**config.mk**
```make
export PLATFORM = sky130hd
export DESIGN_NAME = id_ex_reg
export DESIGN_NICKNAME = d
export VERILOG_FILES = /design/src/rtl/core_pkg.sv /design/src/rtl/pipe_field_reg.sv /design/src/rtl/id_ex_reg.sv
export SDC_FILE = /design/constraint.sdc
export NUM_CORES = 1
export LEC_CHECK = 0
export BUFFER_PORTS_ARGS = -buffer_cell sky130_fd_sc_hd__buf_4
export CORE_MARGIN = 5
export CORE_UTILIZATION = 41
export CTS_CLUSTER_SIZE = 8
export DETAILED_ROUTE_END_ITERATION = 7
export PLACE_DENSITY = 0.84
export SYNTH_ARGS = -nofsm -noshare
export SYNTH_HDL_FRONTEND = slang
export SYNTH_SLANG_ARGS = --single-unit
```
**constraint.sdc**
```tcl
create_clock -name clk -period 2.2 [get_ports clk]
set_clock_uncertainty 0.15 [all_clocks]
set_input_delay 0.33 -clock clk [delete_from_list [all_inputs] [get_ports clk]]
set_output_delay 0.33 -clock clk [all_outputs]
set_load 0.05 [all_outputs]
```
**src/rtl/core_pkg.sv**
```systemverilog
`default_nettype none
// +--------------------------------------------------------------------+
// | core_pkg                                                           |
// | Shared core types: datapath width, ALU-op codes, CTRL bundle.      |
// | Revision: 1.0                                                      |
// +--------------------------------------------------------------------+
package core_pkg;

  localparam int XLEN = 32;

  localparam logic [1:0] ALUOP_ADD = 2'b00;
  localparam logic [1:0] ALUOP_BR  = 2'b01;
  localparam logic [1:0] ALUOP_R   = 2'b10;
  localparam logic [1:0] ALUOP_I   = 2'b11;

  // Control bundle carried down the pipe; all-zero is a harmless bubble.
  typedef struct packed {
    logic       valid;
    logic [1:0] alu_op;
    logic       alu_src;
    logic       mem_read;
    logic       mem_write;
    logic       reg_write;
    logic       mem_to_reg;
    logic       branch;
  } ctrl_t;

  localparam int CTRL_W = $bits(ctrl_t);

endpackage
`default_nettype wire

```
**src/rtl/pipe_field_reg.sv**
```systemverilog
`default_nettype none
// +--------------------------------------------------------------------+
// | pipe_field_reg                                                     |
// | Pipeline field register with hold and clear (rst > clr > hold).    |
// | Revision: 1.0                                                      |
// +--------------------------------------------------------------------+
module pipe_field_reg #(
  parameter int W = 8
) (
  input  logic         clk,
  input  logic         rst,
  input  logic         hold,
  input  logic         clr,
  input  logic [W-1:0] d,
  output logic [W-1:0] q
);

  logic [W-1:0] r_q;

  always_ff @(posedge clk) begin
    if (rst) begin
      r_q <= '0;
    end else if (clr) begin
      r_q <= '0;
    end else if (!hold) begin
      r_q <= d;
    end
  end

  assign q = r_q;

endmodule
`default_nettype wire

```
**src/rtl/id_ex_reg.sv**
```systemverilog
`default_nettype none
// +--------------------------------------------------------------------+
// | id_ex_reg                                                          |
// | ID/EX pipeline register: stall, flush, operand isolation, bubble   |
// | counter. Revision: 1.0                                             |
// +--------------------------------------------------------------------+
module id_ex_reg import core_pkg::*; #(
  parameter int XLEN  = core_pkg::XLEN,
  parameter int CNT_W = 32
) (
  input  logic             clk,
  input  logic             rst,
  input  logic             stall,
  input  logic             flush,
  input  logic             id_valid,
  input  logic [XLEN-1:0]  id_pc,
  input  logic [XLEN-1:0]  id_rs1_data,
  input  logic [XLEN-1:0]  id_rs2_data,
  input  logic [XLEN-1:0]  id_imm,
  input  logic [4:0]       id_rs1,
  input  logic [4:0]       id_rs2,
  input  logic [4:0]       id_rd,
  input  logic [2:0]       id_funct3,
  input  logic [6:0]       id_funct7,
  input  logic [1:0]       id_alu_op,
  input  logic             id_alu_src,
  input  logic             id_mem_read,
  input  logic             id_mem_write,
  input  logic             id_reg_write,
  input  logic             id_mem_to_reg,
  input  logic             id_branch,
  output logic             ex_valid,
  output logic [XLEN-1:0]  ex_pc,
  output logic [XLEN-1:0]  ex_rs1_data,
  output logic [XLEN-1:0]  ex_rs2_data,
  output logic [XLEN-1:0]  ex_imm,
  output logic [4:0]       ex_rs1,
  output logic [4:0]       ex_rs2,
  output logic [4:0]       ex_rd,
  output logic [2:0]       ex_funct3,
  output logic [6:0]       ex_funct7,
  output logic [1:0]       ex_alu_op,
  output logic             ex_alu_src,
  output logic             ex_mem_read,
  output logic             ex_mem_write,
  output logic             ex_reg_write,
  output logic             ex_mem_to_reg,
  output logic             ex_branch,
  output logic [CNT_W-1:0] bubble_cnt
);

  localparam int c_DATA_W = 4*XLEN + 3*5 + 3 + 7;

  ctrl_t               w_ctrl_d;
  ctrl_t               w_ctrl_q;
  logic [c_DATA_W-1:0] w_data_d;
  logic [c_DATA_W-1:0] w_data_q;
  logic                w_bubble;
  logic [CNT_W-1:0]    r_bubble_cnt;

  // A flush kills the slot even under stall; an empty ID slot also
  // becomes a bubble unless the stage is stalled.
  assign w_bubble = flush | (~stall & ~id_valid);

  assign w_ctrl_d = '{valid:      id_valid,
                      alu_op:     id_alu_op,
                      alu_src:    id_alu_src,
                      mem_read:   id_mem_read,
                      mem_write:  id_mem_write,
                      reg_write:  id_reg_write,
                      mem_to_reg: id_mem_to_reg,
                      branch:     id_branch};

  assign w_data_d = {id_pc, id_rs1_data, id_rs2_data, id_imm,
                     id_rs1, id_rs2, id_rd, id_funct3, id_funct7};

  pipe_field_reg #(.W(CTRL_W)) u_ctrl_reg (
    .clk  (clk),
    .rst  (rst),
    .hold (stall),
    .clr  (w_bubble),
    .d    (w_ctrl_d),
    .q    (w_ctrl_q)
  );

  // Data is frozen on bubbles so EX operands do not toggle.
  pipe_field_reg #(.W(c_DATA_W)) u_data_reg (
    .clk  (clk),
    .rst  (rst),
    .hold (stall | w_bubble),
    .clr  (1'b0),
    .d    (w_data_d),
    .q    (w_data_q)
  );

  always_ff @(posedge clk) begin
    if (rst) begin
      r_bubble_cnt <= '0;
    end else if (w_bubble && (r_bubble_cnt != {CNT_W{1'b1}})) begin
      r_bubble_cnt <= r_bubble_cnt + 1'b1;
    end
  end

  assign ex_valid      = w_ctrl_q.valid;
  assign ex_alu_op     = w_ctrl_q.alu_op;
  assign ex_alu_src    = w_ctrl_q.alu_src;
  assign ex_mem_read   = w_ctrl_q.mem_read;
  assign ex_mem_write  = w_ctrl_q.mem_write;
  assign ex_reg_write  = w_ctrl_q.reg_write;
  assign ex_mem_to_reg = w_ctrl_q.mem_to_reg;
  assign ex_branch     = w_ctrl_q.branch;

  assign {ex_pc, ex_rs1_data, ex_rs2_data, ex_imm,
          ex_rs1, ex_rs2, ex_rd, ex_funct3, ex_funct7} = w_data_q;

  assign bubble_cnt = r_bubble_cnt;

endmodule
`default_nettype wire

```
# Yosys cells after proc, flatten, opt, wreduce, memory -nomap -nowiden
# Index checks and enable logic that the tools add are counted.
[totals]
regBits = 194
inputBits = 166
output_inout_bits = 194
wordCells = 12
[op_classes]
add_sub_neg = 1
n_eq_ne = 1
bitwise = 5
reduce_logical = 2
[op_table]
columns = ["cell", "n"]
rows = [
  ["$add A32 B1 Y32 const B", 1],
  ["$ne A32 B32 Y1 const B", 1],
  ["$not A1 Y1", 2],
  ["$or A1 B1 Y1", 2],
  ["$reduce_or A2 Y1", 1],
  ["$and A1 B1 Y1", 1],
  ["$logic_and A1 B1 Y1", 1],
]

# Depth between registers and ports, before layout
# Gate-level depths: netlist of run 1.
[logic_depth]
depth_word = 4
ltp_mapped = 8
mapped_depth_nobuf = 6

# Modules after synthesis
# From an unflattened synthesis of run 1, not the netlist that was laid out.
[hier_totals]
hier_cells = 720
area_unflattened_um2 = 7360.8
[by_module_without_submodules]
columns = ["mod", "n_inst", "cells_per_inst", "area_each_um2", "seq_area_each_um2"]
rows = [
  ["pipe_field_reg at u_data_reg", 1, 494, 5411.4, 3062.9],
  ["id_ex_reg", 1, 196, 1620.3, 640.6],
  ["pipe_field_reg at u_ctrl_reg", 1, 30, 329.1, 180.2],
]

# Worst setup path after synthesis of run 1
# No wires, ideal clock.
[synth_timing]
path_type = "flip-flop to flip-flop"
start = "register r_bubble_cnt[0] (netlist: bubble_cnt[0])"
end = "register r_bubble_cnt[11] (netlist: bubble_cnt[11])"
setup_ns = 0.123
arrival_time_ns = 2.277
required_time_ns = 1.927
setup_slack_ns = -0.350
path_stages_with_launch = 9
path_buffers = 2
period_less_slack_ns = 2.550
cell_sequence = "dfxtp_1 > ha_1 > nand4_1 > nor2_1 > and3_1 > buf_2 > buf_4 > nor3_1 > mux2_1"
[synth_between]
elab_chain_len = 2
word_cells_on_any_way = 3
classes_between = "add/sub: 1; eq/ne: 1; reduce/logical: 1"
[synth_rtl]
columns = ["element", "line", "rtl"]
rows = [
  ["start, declared", "id_ex_reg.sv:59", "logic [CNT_W-1:0] r_bubble_cnt;"],
  ["start signal, assigned", "id_ex_reg.sv:100", "r_bubble_cnt <= r_bubble_cnt + 1'b1;"],
  ["parallel branches: the longest is 2 deep, another holds $add A32 B1 Y32", "--", ""],
]
# Parallel ways; which one is timed is not known.
# A chain may end at the register's enable or synchronous reset.

# Worst setup path after layout of run 1
[layout_timing]
start = "register r_bubble_cnt[14] (netlist: bubble_cnt[14])"
end = "register r_bubble_cnt[31] (netlist: bubble_cnt[31])"
# Same word-level chain as after synthesis.

==> metrics.yaml, run 1 <==
placement:
  io_buffer_count: 359
  dp_slack_ns: 0.0519
  gp_congestion: 0.905
  placed_cells: 1442
  hpwl_um: 18600
  placed_area_um2: 10300
die:
  die_h_um: 142
  ioPinCount: 360
  fp-row-count: 48
  dieWidth_um: 142
  die-area_um2: 20300
  start_util_pct: 41.8
  coreArea_um2: 17200
route:
  drc: 0
  drtAntennaViolNets: 0
  wl_um: 29400
  post_drt_wl_per_cell_um: 18.4
  drt-initial-drc-count: 469
  drtPass1Iterations: 5
  num_vias: 8430
  drt-vias-per-instance: 5.27
worst_setup_path:
  ff2ff_setup_slack_ns: 0.07
  critPathTopFamily: "simple AND/OR/NAND/NOR gates"
  timing.rr.end: "bubble_cnt[31]$_SDFFE_PP0P_"
  critPathSlowestCell: "or4_4"
  cp_max_fo: 7
  arrival_ns: 2.29
  cp.required_ns: 2.36
  critPathLaunchType: "flop"
  crit_chain: "nand4_2 > or4_4 > a211oi_4 > nand4_1 > mux2_1"
  r2r_cells: 5
  worst-path-buf-inv: 0
  crit_type: "flop to flop"
  cpPeakStageDelay_ns: 0.58
  reg2reg_from: "bubble_cnt[14]$_SDFFE_PP0P_"
  cp-end-kind: "flop"
sta:
  setup_viol: 0
  finalSetupTns_ns: 0
  rsz0062_at_grt: "no"
  fin_crit_sh_pct: 96.7
  finalHoldViolCount: 0
  max_freq_mhz: 470
  setup_ws_ns: 0.0727
  min_period_ns: 2.13
  worstMarginPinSlew_ns: 0.480
  finalMaxSlewViolations: 0
  slew_headroom_pct: 68.0
  whs_ns: 0.0154
grt:
  grt_overflow_total: 0
  grt_antenna_before_repair: 2
  track_usage_pct: 27.3
  grt_max_degree: 79
  grt_pass1_vias: 8532
  grt_pass1_wl_um: 44100
cells_and_area:
  area_growth_pct: 69.7
  post-route-cell-area_um2: 12200
  nets: 1527
  finalNonFillerCells: 1600
  final_layout_size_suffix_gt1_share_pct: 33.9
power:
  cellPowerDensity_nw_per_um2: 690
  leakagePower_nw: 5.23
  peakVddDrop_mv: 0.517
clock_network:
  tritoncts: "built"
  cts_buffers: 17
  insertion_delay_ns: 0.43
  clock_sinks: 194
  cts_setup_buffers: 0
  cts.clk_slew.worst_paths_ns: 0.07
  htreeDepth: 4
  cts-root-buf: "clkbuf_16"
  cts_buffer_depth: 2
logic_synthesis:
  synthAdderAreaFrac_pct: 0.174
  ys_warn_count: 0
  ys_seq_area_share_pct: 54.0
  synth_xor_area_share_pct: 0.730
  synth_top_family_by_area: "simple AND/OR/NAND/NOR gates"
  syn_inst: 893
  synthSimpleGateAreaFrac_pct: 24.3
  synth_area_per_cell_um2: 8.06
  synth-seq-cells: 194
  ys_types: 43
  muxShareOfSynthArea_pct: 1.74
  synth_compound_area_share_pct: 15.6
  mappedNetlistArea_um2: 7200
  syn_nets: 1060
hold_path:
  min_to: "u_data_reg.q[62]$_SDFFE_PP0N_"
  whs_path_depth: 3
  hp-class: "primary input to flop"
  min_from: "id_rs2_data[5]"
job:
  max-cap-violations: 0
outcome:
  status: "finished, final reports clean"
[cells by family (layout without fill, tap and decap cells)]
| logic type | after synthesis | in the layout |
|---|---|---|
| AO/OA/AOI/OAI | 208 | 208 |
| XOR/XNOR | 6 | 6 |
| adder cells (fa/ha/maj) | 1 | 1 |
| buffers and inverters | 63 | 543 |
| flip-flops | 194 | 194 |
| multiplexers | 12 | 12 |
| other | 0 | 2 |
| AND/OR/NAND/NOR | 409 | 409 |
[worst min-delay path: stages]
cell and delay [ns]:
buf_4 0.11, nand2_1 0.05, a21oi_1 0.05
[routing by layer]
metal | part of all wire (%) | global-route usage (%) | up-vias
met3 | 9.2 | 8.50 | 109
li1 | - | - | 3921
met2 | 49 | 46.5 | 473
met4 | 4.9 | 14.9 | 0
met5 | 0 | 0 | -
met1 | 37 | 30.2 | 3927
[state kept, by name (all words and copies together) (netlist names)]
signal        count
u_data_reg.q    153
bubble_cnt       32
u_ctrl_reg.q      9
[power by group]
group          switching (W)  internal [W]
Clock                0.00148       0.00174
Combinational       0.000890      0.000616
Sequential         0.0000814       0.00362
[cells in the final DEF (no fill, tap or decap), drive strengths merged, types with 2 or more instances in the layout]
master	count
dfxtp	194
nand3	9
and3	7
buf	385
dlygate4sd3	124
mux2	4
nand2b	3
o21ai	13
nand2	318
inv	7
xnor2	3
a211oi	2
a2111oi	2
nor3	2
clkinv	5
a21oi	176
mux2i	8
nor2	26
diode	2
xor2	3
or3	10
nor2b	4
or4	10
o31ai	9
clkbuf	20
and4	5
nand4	13
[synthesized netlist by cell type]
cell type | instances | area [µm²]
a2111oi_2 | 2 | 30.0
a211oi_1 | 1 | 7.51
a211oi_4 | 1 | 20.0
a21oi_1 | 176 | 881
a31o_1 | 1 | 8.76
a31oi_1 | 1 | 6.26
and3_1 | 7 | 43.8
and4_1 | 3 | 26.3
and4_2 | 1 | 10.0
and4_4 | 1 | 11.3
buf_1 | 1 | 3.75
buf_2 | 8 | 40.0
buf_4 | 1 | 7.51
clkbuf_1 | 51 | 191
dfxtp_1 | 194 | 3880
ha_1 | 1 | 12.5
inv_1 | 2 | 7.51
mux2_1 | 4 | 45.0
mux2i_1 | 8 | 80.1
nand2_1 | 318 | 1190
nand2b_1 | 3 | 18.8
nand3_1 | 9 | 45.0
nand4_1 | 11 | 68.8
nand4_2 | 1 | 12.5
nand4_4 | 1 | 21.3
nor2_1 | 26 | 97.6
nor2b_1 | 4 | 25.0
nor3_1 | 1 | 5.00
nor3_2 | 1 | 10.0
nor4_2 | 1 | 12.5
o2111ai_1 | 1 | 8.76
o211ai_1 | 1 | 7.51
o21ai_0 | 12 | 60.1
o21ai_1 | 1 | 5.00
o21ba_2 | 1 | 10.0
o21bai_2 | 1 | 11.3
o31ai_1 | 9 | 67.6
or2_2 | 1 | 6.26
or3_1 | 10 | 62.6
or4_1 | 9 | 67.6
or4_4 | 1 | 11.3
xnor2_1 | 3 | 26.3
xor2_1 | 3 | 26.3
[metrics by stage]
| stage | util (%) | power, W |
|---|---|---|
| final | 70.8 | 0.00843 |
| after detailed placement | 60.0 | 0.00506 |
| after global placement | 60.0 | 0.00504 |
| after global routing | 70.8 | 0.00872 |
| after CTS | 70.7 | 0.00840 |
| after floorplan | - | 0.00450 |
[layout make-up]
class / count / area (µm²)
fillers: 1145 / 5020
repair buffers: 509 / 4260
flip-flops and latches: 194 / 3960
multi-input cells: 636 / 3090
clock buffers: 20 / 478
well taps: 225 / 282
clock inverters: 12 / 135
inverters: 2 / 7.51
diodes: 2 / 5.00
[worst max-delay path by stage]
stage               depth (start not counted)  slack [ns]                           to                         from
CTS                                         5        0.04  bubble_cnt[31]$_SDFFE_PP0P_  bubble_cnt[14]$_SDFFE_PP0P_
detailed placement                          5        0.05  bubble_cnt[31]$_SDFFE_PP0P_  bubble_cnt[14]$_SDFFE_PP0P_
finish                                      5        0.07  bubble_cnt[31]$_SDFFE_PP0P_  bubble_cnt[14]$_SDFFE_PP0P_
floorplan                                   8       0.002  bubble_cnt[11]$_SDFFE_PP0P_  bubble_cnt[21]$_SDFFE_PP0P_
global route                                5       0.001  bubble_cnt[31]$_SDFFE_PP0P_  bubble_cnt[14]$_SDFFE_PP0P_
global placement                            5        0.06  bubble_cnt[31]$_SDFFE_PP0P_  bubble_cnt[14]$_SDFFE_PP0P_
[what timing repair did]
action                     CTS  global route
hold endpoints to repair   123             1
setup endpoints to repair    0             5
hold buffers               123             1
gates resized for setup      0             1
No activity file was read; power rests on OpenSTA's default activity.
==> inputs of run 2 (changes only) <==
==> constraint.sdc (replaced) <==
create_clock -name clk -period 2.2 [get_ports clk]
set_clock_uncertainty 0.15 [all_clocks]
set_input_delay 0.33 -clock clk [delete_from_list [all_inputs] [get_ports clk]]
set_output_delay 0.33 -clock clk [all_outputs]
set_load 0.02 [all_outputs]
==> run 2 against run 1 <==
Compared with the run above:
- critical endpoint is now bubble_cnt[8]$_SDFFE_PP0P_
- fmax increased by 0.88%
- cell count increased by 0.81%
- worst hold slack improved by 0.0032 ns
- sequential power about the same
- design area increased by 0.33%
==> metrics.yaml, run 2 (synthesis results as in run 1) <==
placement:
  dp_slack_ns: 0.0291  # -0.0227 ns
  io_buffer_count: 359  # unchanged
  hpwl_um: 17400  # -6.4%
  placed_area_um2: 10200  # -1.2%
  placed_cells: 1440  # -0.14%
  gp_congestion: 0.898  # -0.74%
power:
  switching_share_pct: 26.8  # -2.3 points
  p_sw_w: 0.00216  # -12%
  p_int_w: 0.00591  # -1.0%
  power_frac_comb_pct: 15.1  # -2.8 points
  p_seq_share_pct: 46.0  # +2.0 points
  clkPwrFrac_pct: 38.9  # +0.7 points
  cellPowerDensity_nw_per_um2: 659  # -4.5%
  peakVddDrop_mv: 0.499  # -3.4%
  leakagePower_nw: 5.27  # +0.72%
  finalPower_w: 0.00808  # -4.2%
sta:
  max_freq_mhz: 474  # +0.88%
  finalHoldViolCount: 0  # unchanged
  fin_crit_sh_pct: 95.8  # -0.85 points
  setup_ws_ns: 0.0914  # +0.0186 ns
  min_period_ns: 2.11  # -0.0186 ns
  setup_viol: 0  # unchanged
  rsz0062_at_grt: "no"
  worstMarginPinSlew_ns: 0.489  # +0.00920 ns
  finalSetupTns_ns: 0  # unchanged
  slew_headroom_pct: 67.4  # -0.61 points
  finalMaxSlewViolations: 0  # unchanged
cells_and_area:
  post-route-cell-area_um2: 12300  # +0.33%
  final_cell_mix: "375 x buf_4, 317 x nand2_1, 186 x dfxtp_1, 176 x a21oi_1, 140 x dlygate4sd3_1"
  final_common_cell: "buf_4"
  area_growth_pct: 70.2
  nets: 1541  # +0.92%
  largest_register_ff_count: 153  # unchanged
  finalNonFillerCells: 1613  # +0.81%
  final_layout_size_suffix_gt1_share_pct: 31.7  # -2.2 points
  fill_cells: 1091  # -4.7%
grt:
  grt_antenna_before_repair: 0  # -2
  grt_pass1_vias: 8397  # -1.6%
  grt_max_degree: 92  # +16%
  grt_overflow_total: 0  # unchanged
  grt_pass1_wl_um: 43000  # -2.6%
  track_usage_pct: 26.4  # -0.83 points
die:
  coreArea_um2: 17200  # unchanged
  dieWidth_um: 142  # unchanged
  die-area_um2: 20300  # unchanged
  start_util_pct: 41.8  # unchanged
  die_h_um: 142  # unchanged
  fp-row-count: 48  # unchanged
  ioPinCount: 360  # unchanged
clock_network:
  cts_setup_buffers: 0  # unchanged
  cts_buffers: 17  # unchanged
  cts_buffer_depth: 2  # unchanged
  clock_sinks: 194  # unchanged
  htreeDepth: 4  # unchanged
  insertion_delay_ns: 0.43  # about the same
  cts-root-buf: "clkbuf_16"
  cts.clk_slew.worst_paths_ns: 0.08  # about the same
  tritoncts: "built"
worst_setup_path:
  cp-end-kind: "flop"
  cp.required_ns: 2.41  # +0.05 ns
  cp_max_fo: 14  # +7
  arrival_ns: 2.32  # +0.03 ns
  critPathLaunchType: "flop"
  crit_type: "flop to flop"
route:
  drtAntennaViolNets: 0  # unchanged
  drt-vias-per-instance: 5.21  # -1.1%
  num_vias: 8402  # -0.33%
  drtPass1Iterations: 7  # +2
  drc: 0  # unchanged
  wl_um: 28300  # -3.6%
  drt-initial-drc-count: 401  # -14%
  post_drt_wl_per_cell_um: 17.6  # -4.3%
outcome:
  status: "finished, final reports clean"
hold_path:
  hp-class: "primary input to flop"
job:
  max-cap-violations: 0  # unchanged
run 2: cell types whose count changed in the layout (fill, tap and decap cells not counted), sizes merged:
cell / change
buf: -2
dlygate4sd3: +16
inv: +2
diode: -1
clkbuf: -2
run 2: layout make-up:
class | instances | area, µm² | share of cell area, %
multi-input cells | 636 | 3090 | 25.2
diodes | 1 | 2.50 | 0.0204
inverters | 2 | 7.51 | 0.0613
clock inverters | 14 | 165 | 1.35
clock buffers | 18 | 439 | 3.58
flip-flops and latches | 194 | 3900 | 31.8
repair buffers | 523 | 4370 | 35.7
well taps | 225 | 282 | 2.30
run 2: final timing paths:
kind,startpoint,cells past startpoint,slack [ns],to
min,id_rs2_data[31],3,0.02,u_data_reg.q[88]$_SDFFE_PP0N_
max reg2reg,bubble_cnt[17]$_SDFFE_PP0P_,7,0.09,bubble_cnt[8]$_SDFFE_PP0P_
min reg2reg,u_data_reg.q[80]$_SDFFE_PP0N_,2,0.30,u_data_reg.q[80]$_SDFFE_PP0N_
max,bubble_cnt[17]$_SDFFE_PP0P_,7,0.09,bubble_cnt[8]$_SDFFE_PP0P_
run 2: repair_timing:
action                                  4_1_cts  5_1_grt
hold buffers                                140        0
endpoints found under the setup margin        0        9
hold endpoints to repair                    140        0
resized for setup                             0        5
run 2: critical path, stage by stage (launching register included):
cell and delay (ns):
dfxtp_1 0.33, buf_4 0.15, and4_2 0.21, and4_4 0.18
and3_1 0.22, buf_4 0.18, or4_1 0.48, a21oi_1 0.15
run 2: through the flow:
| step | hold slack (ns) | utilization, % |
|---|---|---|
| 2_1_floorplan | 0.316 | - |
| 5_1_grt | 0.00114 | 71.1 |
| 4_1_cts | 0.000197 | 71.0 |
| 3_3_place_gp | 0.288 | 59.3 |
| 3_5_place_dp | 0.297 | 59.3 |
| 6_report | 0.0186 | 71.1 |
run 2: power by group through the flow:
stage	Clock (W)	Sequential, W	Combinational, W
after global routing	0.00337	0.00373	0.00129
final	0.00314	0.00372	0.00122
after global placement	0	0.00378	0.000964
after detailed placement	0	0.00379	0.000974
after floorplan	0	0.00394	0.000281
after CTS	0.00320	0.00371	0.00118
run 2: per-layer routing:
metal,track usage [%],wire (µm),vias up
li1,-,-,3954
met1,29.6,10500,3915
met2,46.5,14200,441
met3,7.19,2590,92
met4,12.4,1060,0
met5,0,0,-
==> inputs of run 3 (changes only) <==
--- a/config.mk
+++ b/config.mk
@@ -5,7 +5,7 @@
 export SDC_FILE = /design/constraint.sdc
 export NUM_CORES = 1
 export LEC_CHECK = 0
-export BUFFER_PORTS_ARGS = -buffer_cell sky130_fd_sc_hd__buf_4
+export BUFFER_PORTS_ARGS = -buffer_cell sky130_fd_sc_hd__buf_2
 export CORE_MARGIN = 5
 export CORE_UTILIZATION = 41
 export CTS_CLUSTER_SIZE = 8
==> run 3 against run 2 <==
Compared with the run above:
- via count down 1.0%
- worst hold slack is essentially flat
- clock-buffer cell count did not move
- sequential cell count unchanged
- clock power is essentially flat
- non-clock buffer count down 2
- wire length decreased by 3.9%
- design area is 7.5% lower
==> metrics.yaml, run 3 (synthesis results as in run 1) <==
outcome:
  status: "finished, final reports clean"
worst_setup_path:
  crit_chain: "nand4_2 > or4_4 > a211oi_4 > nand4_1 > mux2_1"
  cp-end-kind: "flop"
  critPathSlowestCell: "or4_4"
  ff2ff_setup_slack_ns: 0.09  # about the same
  arrival_ns: 2.27  # -0.05 ns
  critPathLaunchType: "flop"
  crit_type: "flop to flop"
  cp_max_fo: 6  # -8
  cpPeakStageDelay_ns: 0.59  # +0.11 ns
  cp.required_ns: 2.35  # -0.06 ns
clock_network:
  tritoncts: "built"
  insertion_delay_ns: 0.42  # about the same
  cts_setup_buffers: 0  # unchanged
  cts.clk_slew.worst_paths_ns: 0.07  # about the same
  cts-root-buf: "clkbuf_16"
  htreeDepth: 4  # unchanged
  clock_sinks: 194  # unchanged
  cts_buffer_depth: 2  # unchanged
  cts_buffers: 17  # unchanged
sta:
  slew_headroom_pct: 74.6  # +7.2 points
  finalMaxSlewViolations: 0  # unchanged
  min_period_ns: 2.11  # +0.00615 ns
  whs_ns: 0.0187  # +0.000111 ns
  finalHoldViolCount: 0  # unchanged
  setup_viol: 0  # unchanged
  rsz0062_at_grt: "yes"
  max_freq_mhz: 473  # -0.29%
  fin_crit_sh_pct: 96.1  # +0.28 points
  worstMarginPinSlew_ns: 0.381  # -0.108 ns
die:
  fp-row-count: 48  # unchanged
  ioPinCount: 360  # unchanged
  die_h_um: 142  # unchanged
  start_util_pct: 41.8  # unchanged
  die-area_um2: 20300  # unchanged
  coreArea_um2: 17200  # unchanged
  dieWidth_um: 142  # unchanged
cells_and_area:
  fill_cells: 1216  # +11%
  fin_util_pct: 65.7  # -5.3 points
  post-route-cell-area_um2: 11300  # -7.5%
  finalNonFillerCells: 1612  # -0.062%
  largest_register_ff_count: 153  # unchanged
  final_common_cell: "buf_2"
  area_growth_pct: 57.5
  nets: 1539  # -0.13%
  final_cell_mix: "358 x buf_2, 317 x nand2_1, 186 x dfxtp_1, 176 x a21oi_1, 139 x dlygate4sd3_1"
  final_layout_size_suffix_gt1_share_pct: 31.7  # about the same
grt:
  track_usage_pct: 25.2  # -1.2 points
  grt_max_degree: 86  # -6.5%
  grt_pass1_vias: 8361  # -0.43%
  grt_overflow_total: 0  # unchanged
  grt_antenna_before_repair: 2  # +2
  grt_pass1_wl_um: 41800  # -2.8%
route:
  wl_met2_um: 13400  # -5.9%
  drt-vias-per-instance: 5.16  # -0.99%
  drc: 0  # unchanged
  drtAntennaViolNets: 0  # unchanged
  wl_met3_um: 2860  # +11%
  drtPass1Iterations: 6  # -1
  highest_layer: "met4"
  met1Wirelength_um: 9960  # -4.9%
  wl_um: 27200  # -3.9%
  num_vias: 8314  # -1.0%
  post_drt_wl_per_cell_um: 16.9  # -3.8%
  drt-initial-drc-count: 619  # +54%
power:
  leakagePower_nw: 5.10  # -3.1%
  cellPowerDensity_nw_per_um2: 695  # +5.5%
  peakVddDrop_mv: 0.561  # +13%
  finalPower_w: 0.00788  # -2.4%
hold_path:
  hp-class: "primary input to flop"
placement:
  gp_congestion: 0.867  # -3.5%
  placed_cells: 1439  # -0.069%
  placed_area_um2: 9310  # -9.0%
  hpwl_um: 16400  # -5.5%
  io_buffer_count: 359  # unchanged
job:
  max-cap-violations: 0  # unchanged
-- run 3: final timing paths --
check	start	to	cells after the start
setup / recovery	bubble_cnt[15]$_SDFFE_PP0P_	bubble_cnt[31]$_SDFFE_PP0P_	5
hold / removal	id_pc[26]	u_data_reg.q[147]$_SDFFE_PP0N_	3
setup reg to reg	bubble_cnt[15]$_SDFFE_PP0P_	bubble_cnt[31]$_SDFFE_PP0P_	5
hold reg to reg	u_data_reg.q[14]$_SDFFE_PP0N_	u_data_reg.q[14]$_SDFFE_PP0N_	2
-- run 3: cell type report --
type	count	area (µm²)	share of cell area (%)
flip-flops and latches	194	3900	34.4
repair buffers	521	3440	30.4
multi-input cells	636	3100	27.4
clock buffers	18	429	3.79
well taps	225	282	2.48
clock inverters	14	166	1.47
inverters	2	7.51	0.0662
diodes	2	5.00	0.0442
-- run 3: report_power, final --
group | switching, W | internal [W]
Combinational | 0.000583 | 0.000473
Sequential | 0.0000705 | 0.00364
Clock | 0.00149 | 0.00163
-- run 3: stage by stage --
step	TNS (ns)	worst slack, ns
3_3_place_gp	0	0.0854
2_1_floorplan	0	0.000189
3_5_place_dp	0	0.0390
5_1_grt	-0.0706	-0.0488
6_report	0	0.0852
4_1_cts	0	0.0135
-- run 3: critical path, delay by kind of cell (launching register included) --
| kind | cells | cell delay, ns |
|---|---|---|
| mux | 1 | 0.32 |
| flops | 1 | 0.38 |
| simple gates | 3 | 0.89 |
| compound gates | 1 | 0.26 |
-- run 3: layer usage --
metal	GRT usage [%]	up-vias
met1	28.5	3774
met4	12.3	0
met5	0	-
met3	7.19	103
li1	-	3931
met2	43.7	506
-- run 3: timing repair --
action | in CTS | in global routing
resized for setup | 0 | 9
hold buffers | 139 | 0
setup endpoints to repair | 0 | 19
hold endpoints to repair | 139 | 0
